**config.mk**
```make
export PLATFORM = sky130hd
export DESIGN_NAME = switch_allocator
export DESIGN_NICKNAME = d
export VERILOG_FILES = /design/src/rtl/switch_allocator.sv
export SDC_FILE = /design/constraint.sdc
export NUM_CORES = 1
export LEC_CHECK = 0
export CORE_ASPECT_RATIO = 1.2
export CORE_UTILIZATION = 45
export DETAILED_ROUTE_END_ITERATION = 10
export HOLD_SLACK_MARGIN = 0.1
export SYNTH_ARGS = -nofsm -noshare
export SYNTH_HDL_FRONTEND = slang
export SYNTH_SLANG_ARGS = --single-unit
```
**constraint.sdc**
```tcl
create_clock -name clk -period 10.35 [get_ports clk]
set_input_delay 2.07 -clock clk [delete_from_list [all_inputs] [get_ports clk]]
set_output_delay 2.07 -clock clk [all_outputs]
set_load 0.005 [all_outputs]
```
**src/rtl/switch_allocator.sv**
```systemverilog
// ----------------------------------------------------------------------------
// switch_allocator
//
// Purpose:
//   Output-side switch allocator for a wormhole router. Every output port is
//   arbitrated independently among the input ports whose head-of-buffer flit
//   is routed to it. An output that grants a HEAD flit stays reserved for that
//   input until the packet's TAIL is granted. Fresh packets are chosen
//   round-robin, and the pointer advances only when a packet completes.
//   Grants are combinational, with zero-cycle latency. Lock, owner and
//   round-robin state update on the next rising clock edge.
//
// Parameters:
//   PORT_NUM     number of router ports (inputs = outputs), >= 2
//   STATS_WIDTH  width of each per-output grant counter
//
// Encodings:
//   port_t       $clog2(PORT_NUM) bits. Values >= PORT_NUM address no output.
//   flit_label_t 2 bits: 0 = HEAD, 1 = BODY, 2 = TAIL, 3 = HEADTAIL
//
// Ports:
//   clk            clock; all state updates on the rising edge
//   rst            synchronous, active-high reset
//   request_i      [PORT_NUM]          per input: switch request
//   out_port_i     [PORT_NUM*port_t]   per input: routed output of head flit
//   flit_label_i   [PORT_NUM*2]        per input: label of head flit
//   on_off_i       [PORT_NUM]          per output: downstream can accept
//   grant_o        [PORT_NUM]          per input: flit read/forward grant
//   xb_sel_o       [PORT_NUM*port_t]   per output: crossbar input select
//   xb_valid_o     [PORT_NUM]          per output: crossbar carries a flit
//   locked_o       [PORT_NUM]          per output: registered lock state
//   grant_count_o  [PORT_NUM*STATS_WIDTH] per output: wrapping grant count
//                                      (present only with SA_GRANT_STATS_EN)
//
// Build option:
//   `define SA_GRANT_STATS_EN to add the per-output grant counters and the
//   grant_count_o port. Without it, the counters and the port do not exist.
// ----------------------------------------------------------------------------
module switch_allocator #(
    parameter int unsigned  PORT_NUM    = 5,
    parameter int unsigned  STATS_WIDTH = 16,
    localparam int unsigned PW          = $clog2(PORT_NUM)
) (
    input  logic                   clk,
    input  logic                   rst,
    input  logic [PORT_NUM-1:0]    request_i,
    input  logic [PORT_NUM*PW-1:0] out_port_i,
    input  logic [PORT_NUM*2-1:0]  flit_label_i,
    input  logic [PORT_NUM-1:0]    on_off_i,
    output logic [PORT_NUM-1:0]    grant_o,
    output logic [PORT_NUM*PW-1:0] xb_sel_o,
    output logic [PORT_NUM-1:0]    xb_valid_o,
    output logic [PORT_NUM-1:0]    locked_o
`ifdef SA_GRANT_STATS_EN
    ,
    output logic [PORT_NUM*STATS_WIDTH-1:0] grant_count_o
`endif
);

    // Degenerate configurations are rejected at elaboration time.
    if (PORT_NUM < 2 || STATS_WIDTH < 1) begin : g_bad_cfg
        $error("switch_allocator: PORT_NUM must be >= 2 and STATS_WIDTH >= 1");
    end

    localparam logic [1:0] LblHead     = 2'd0;
    localparam logic [1:0] LblBody     = 2'd1;
    localparam logic [1:0] LblTail     = 2'd2;
    localparam logic [1:0] LblHeadTail = 2'd3;

    typedef enum logic {
        StUnlocked = 1'b0,
        StLocked   = 1'b1
    } lock_state_e;

    // Per-output registered state and its next-state values.
    lock_state_e   r_state   [PORT_NUM];
    lock_state_e   w_state_d [PORT_NUM];
    logic [PW-1:0] r_owner   [PORT_NUM];
    logic [PW-1:0] w_owner_d [PORT_NUM];
    logic [PW-1:0] r_rr_ptr  [PORT_NUM];
    logic [PW-1:0] w_rr_d    [PORT_NUM];

    // Unpacked per-input fields.
    logic [PW-1:0]       w_dest    [PORT_NUM];
    logic [1:0]          w_label   [PORT_NUM];
    logic [PORT_NUM-1:0] w_head_ok;

    // w_cand[o][i]: input i is requesting output o.
    logic [PORT_NUM-1:0] w_cand [PORT_NUM];

    // Per-output arbitration result.
    logic [PORT_NUM-1:0] w_win_vld;
    logic [PW-1:0]       w_win [PORT_NUM];

    always_comb begin
        for (int i = 0; i < PORT_NUM; i++) begin
            w_dest[i]    = out_port_i[i*PW +: PW];
            w_label[i]   = flit_label_i[i*2 +: 2];
            w_head_ok[i] = (w_label[i] == LblHead) || (w_label[i] == LblHeadTail);
        end
    end

    // A destination at or above PORT_NUM never equals a valid output index,
    // so that request never becomes a candidate.
    always_comb begin
        for (int o = 0; o < PORT_NUM; o++) begin
            for (int i = 0; i < PORT_NUM; i++) begin
                w_cand[o][i] = request_i[i] && (w_dest[i] == PW'(o));
            end
        end
    end

    // Arbitration. A locked output serves only its owner. An unlocked output
    // takes the first head-capable candidate at or after rr_ptr, searching
    // cyclically.
    always_comb begin
        int unsigned   idx;
        logic [PW-1:0] sel;
        idx       = 0;
        sel       = '0;
        w_win_vld = '0;
        for (int o = 0; o < PORT_NUM; o++) begin
            w_win[o] = '0;
            if (!rst && on_off_i[o]) begin
                if (r_state[o] == StLocked) begin
                    w_win_vld[o] = w_cand[o][r_owner[o]];
                    w_win[o]     = r_owner[o];
                end else begin
                    for (int unsigned k = 0; k < PORT_NUM; k++) begin
                        idx = 32'(r_rr_ptr[o]) + k;
                        if (idx >= PORT_NUM) begin
                            idx = idx - PORT_NUM;
                        end
                        sel = PW'(idx);
                        if (!w_win_vld[o] && w_cand[o][sel] && w_head_ok[sel]) begin
                            w_win_vld[o] = 1'b1;
                            w_win[o]     = sel;
                        end
                    end
                end
            end
        end
    end

    // Lock FSM: next state from the label of the flit that won this cycle.
    always_comb begin
        for (int o = 0; o < PORT_NUM; o++) begin
            w_state_d[o] = r_state[o];
            w_owner_d[o] = r_owner[o];
            w_rr_d[o]    = r_rr_ptr[o];
            if (w_win_vld[o]) begin
                unique case (w_label[w_win[o]])
                    LblHead: begin
                        w_state_d[o] = StLocked;
                        w_owner_d[o] = w_win[o];
                    end
                    LblBody: begin
                    end
                    LblTail, LblHeadTail: begin
                        // Packet done. Release the output and give priority to
                        // the input after the one just served.
                        w_state_d[o] = StUnlocked;
                        w_owner_d[o] = '0;
                        w_rr_d[o]    = (w_win[o] == PW'(PORT_NUM - 1)) ? '0 : w_win[o] + 1'b1;
                    end
                endcase
            end
        end
    end

    // Lock FSM: state register.
    always_ff @(posedge clk) begin
        if (rst) begin
            for (int o = 0; o < PORT_NUM; o++) begin
                r_state[o]  <= StUnlocked;
                r_owner[o]  <= '0;
                r_rr_ptr[o] <= '0;
            end
        end else begin
            for (int o = 0; o < PORT_NUM; o++) begin
                r_state[o]  <= w_state_d[o];
                r_owner[o]  <= w_owner_d[o];
                r_rr_ptr[o] <= w_rr_d[o];
            end
        end
    end

    // Outputs. An idle crossbar leg selects the owner while the output is
    // locked and input 0 otherwise.
    always_comb begin
        grant_o    = '0;
        xb_sel_o   = '0;
        xb_valid_o = '0;
        locked_o   = '0;
        for (int o = 0; o < PORT_NUM; o++) begin
            locked_o[o]   = (r_state[o] == StLocked);
            xb_valid_o[o] = w_win_vld[o];
            if (w_win_vld[o]) begin
                grant_o[w_win[o]]    = 1'b1;
                xb_sel_o[o*PW +: PW] = w_win[o];
            end else if (r_state[o] == StLocked) begin
                xb_sel_o[o*PW +: PW] = r_owner[o];
            end
        end
    end

`ifdef SA_GRANT_STATS_EN
    // Per-output grant counters; they wrap silently.
    logic [STATS_WIDTH-1:0] r_grant_cnt [PORT_NUM];

    always_ff @(posedge clk) begin
        if (rst) begin
            for (int o = 0; o < PORT_NUM; o++) begin
                r_grant_cnt[o] <= '0;
            end
        end else begin
            for (int o = 0; o < PORT_NUM; o++) begin
                if (xb_valid_o[o]) begin
                    r_grant_cnt[o] <= r_grant_cnt[o] + 1'b1;
                end
            end
        end
    end

    always_comb begin
        grant_count_o = '0;
        for (int o = 0; o < PORT_NUM; o++) begin
            grant_count_o[o*STATS_WIDTH +: STATS_WIDTH] = r_grant_cnt[o];
        end
    end
`endif

endmodule

```
==> flow_summary.ini <==
[timing]
min_period_ps = 9260
maxSlewHeadroom_pct = 33.1
rsz0062_at_grt = false
final.setup.tns_ps = 0
fin_crit_sh_pct = 89.5
skew_ps = 1.43
worst_pin_slew_ps = 989
max_freq_ghz = 0.108
slew_viol_final = 0
finalHoldViolations = 0
setup_violations = 0

[worst_setup_path]
worstPathArrival_ps = 7190
cp_max_fo = 8
worstSetupPathType = in2out
cp-end-kind = output port
crit_chain = clkdlybuf4s50_1, xnor2_1, nand4_1, a21oi_1, o22ai_1, a311oi_2, mux2_2, o221a_2, nor3_1, nand2_1, inv_1, nor2b_1, a311oi_1, o21ai_0, clkdlybuf4s50_1
critPathRequiredTime_ps = 8280
slowest_stage = clkdlybuf4s50_1
crit_path_start_kind = input port
cpMostUsedCell = clkdlybuf4s50_1
r2r_cells = 15
max_stage_delay_ps = 660

[global_route]
grt_remaining_overflow = 0
grt_pass1_wl_um = 48500
antenna_found_initial = 0
grt_max_degree = 29
track_usage_pct = 30.6
grt_pass1_vias = 9164

[cts]
cts.sinks = 35
cts-root-buf = clkbuf_16
cts-hold-fix-buffers = 0
post_cts_resized = 0
clock_latency_ps = 290
htree_levels = 2
clockBufferDepth = 2
cts_buffers = 5
cts_setup_buffers = 0
clk_pin_slew_ps = 60
cts_tree = built

[final_layout]
nFillCells = 1891
regArea_um2 = 701
nets = 1322
layout_commonest_cell = nand2_1
design_area_um2 = 9680
multiInputGateArea_um2 = 7540
final_core_util_pct = 51.1
layout_common_cells = nand2_1 (96), nor2_1 (85), a21oi_1 (76)
antennaDiodeCount = 0
drive_gt1_share_pct = 7.95
flow.area_growth_from_synthesis_pct = 10.6

[synth]
yosys.area.top_type = dfxtp_1
synth_area_um2 = 8750
synth_top_area_share_pct = 8.01
synth_seq_cells = 35
synthArstFlopShare_pct = 0
synth_area_per_cell_um2 = 7.26
synth_edf_count = 0
ys.flop_type = dfxtp_1
synth_nets = 1295
ys_warn_count = 0
ys_types = 116
synth_area_leaders = dfxtp_1 (8.0%), ha_1 (6.9%), a21oi_1 (4.3%), mux2i_1 (4.2%), nand2_1 (4.1%)
syn_inst = 1205
seq_area_frac_synth_pct = 8.01

[run]
max-cap-violations = 0

[hold_path]
hold_depth = 2
hp-class = reg2reg

[drt]
vias = 9853
wl_per_cell_um = 20.7
drc = 0
dr.pass1.iters = 5
drt_iter0_drc = 775
totalWireLength_um = 30800
viasPerCell = 6.62
ant_nets = 0

[status]
status = completed

[die]
core_area_um2 = 18900
io-pin-count = 67
fp.dieH_um = 155
fp.dieW_um = 129
num_rows = 55
dieArea_um2 = 20000
initial_core_util_pct = 46.2

[placement]
portBuffers = 66
place_area_um2 = 9540
dp_hpwl_um = 24500
gp_congestion = 1.02

[power_and_ir_drop]
power_mw = 1.99
peakVddDrop_uv = 160
leakage_nw = 3.47
power_density_nw_per_um2 = 205
-- cell type report --
cell class	count	area share (%)
multi-input cells	1046	77.9
flip-flops and latches	35	7.24
well taps	256	3.31
inverters	71	2.75
clock buffers	7	1.37
clock inverters	1	0.0517
repair buffers	73	7.37
-- flip-flops by register name (all words and copies together) (netlist names) --
name,flops
r_state,5
r_owner,15
r_rr_ptr,15
-- critical path, delay by kind of cell --
kind                   cells  cell delay, ps
AO/OA/AOI/OAI              6            1460
buffers and inverters      3            1400
AND/OR/NAND/NOR            4            1320
XOR/XNOR                   1             550
multiplexers               1             400
-- per-stage QoR --
step	hold WS (ps)	setup WS, ps	cells
global route	570	647	1489
global placement	517	1200	1481
CTS	535	1130	1489
floorplan	486	3330	1205
detailed placement	524	1170	1481
finish	533	1090	1489
-- final timing paths --
check / start / end / slack, ps
max: flit_label_i[5] / grant_o[3] / 1090
min reg2reg: r_owner[0][7]$_SDFFE_PP0P_ / r_owner[0][7]$_SDFFE_PP0P_ / 530
min: r_owner[0][7]$_SDFFE_PP0P_ / r_owner[0][7]$_SDFFE_PP0P_ / 530
max reg2reg: r_rr_ptr[0][9]$_SDFFE_PP0P_ / r_owner[0][10]$_SDFFE_PP0P_ / 4770
-- kinds of logic (layout without fill, tap and decap cells) --
logic type      after synthesis  count (layout)  share of synthesized area [%]
xor+xnor                     24              24                           2.49
simple gates                483             483                           30.7
compound gates              427             427                           36.4
fa+ha+maj                    53              53                           8.01
buf+inv                     124             152                           5.81
mux                          59              59                           8.51
flops                        35              35                           8.01
-- report_power, final --
| part | internal, mW | leakage (nW) | total, mW | switching [mW] |
|---|---|---|---|---|
| clock | 0.0891 | 0.0679 | 0.152 | 0.0630 |
| combinational | 0.659 | 3.12 | 1.62 | 0.965 |
| sequential | 0.153 | 0.283 | 0.210 | 0.0567 |
-- per-layer routing --
metal | GRT usage [%] | wire length, um | up-vias
li1 | - | - | 4724
met2 | 50.1 | 14300 | 345
met3 | 3.63 | 1640 | 61
met1 | 40.0 | 13700 | 4723
met5 | 0 | 0 | -
met4 | 13.7 | 1170 | 0
-- synthesized netlist by cell type (7+ instances only) --
cell and instances:
nand2_1 96, nor2_1 85, a21oi_1 76, inv_1 68
o21ai_0 63, ha_1 48, nor3_1 45, nand3_1 41
mux2i_1 37, dfxtp_1 35, nand2b_1 33, nor2b_1 32
clkbuf_1 29, a211oi_1 25, a21o_1 19, o22ai_1 19
or3_1 19, buf_2 18, xnor2_1 17, a211o_1 16
o31ai_1 16, o21a_1 15, a31oi_1 14, and2_1 14
and3_1 12, nand3b_1 12, or2_2 12, mux4_2 11
mux2_2 10, nor4_1 10, a32oi_1 9, o211ai_1 9
o32ai_1 9, nor4b_1 8, a22oi_1 7, a311oi_1 7
nand4b_1 7
(Power assumes the default switching activity.)
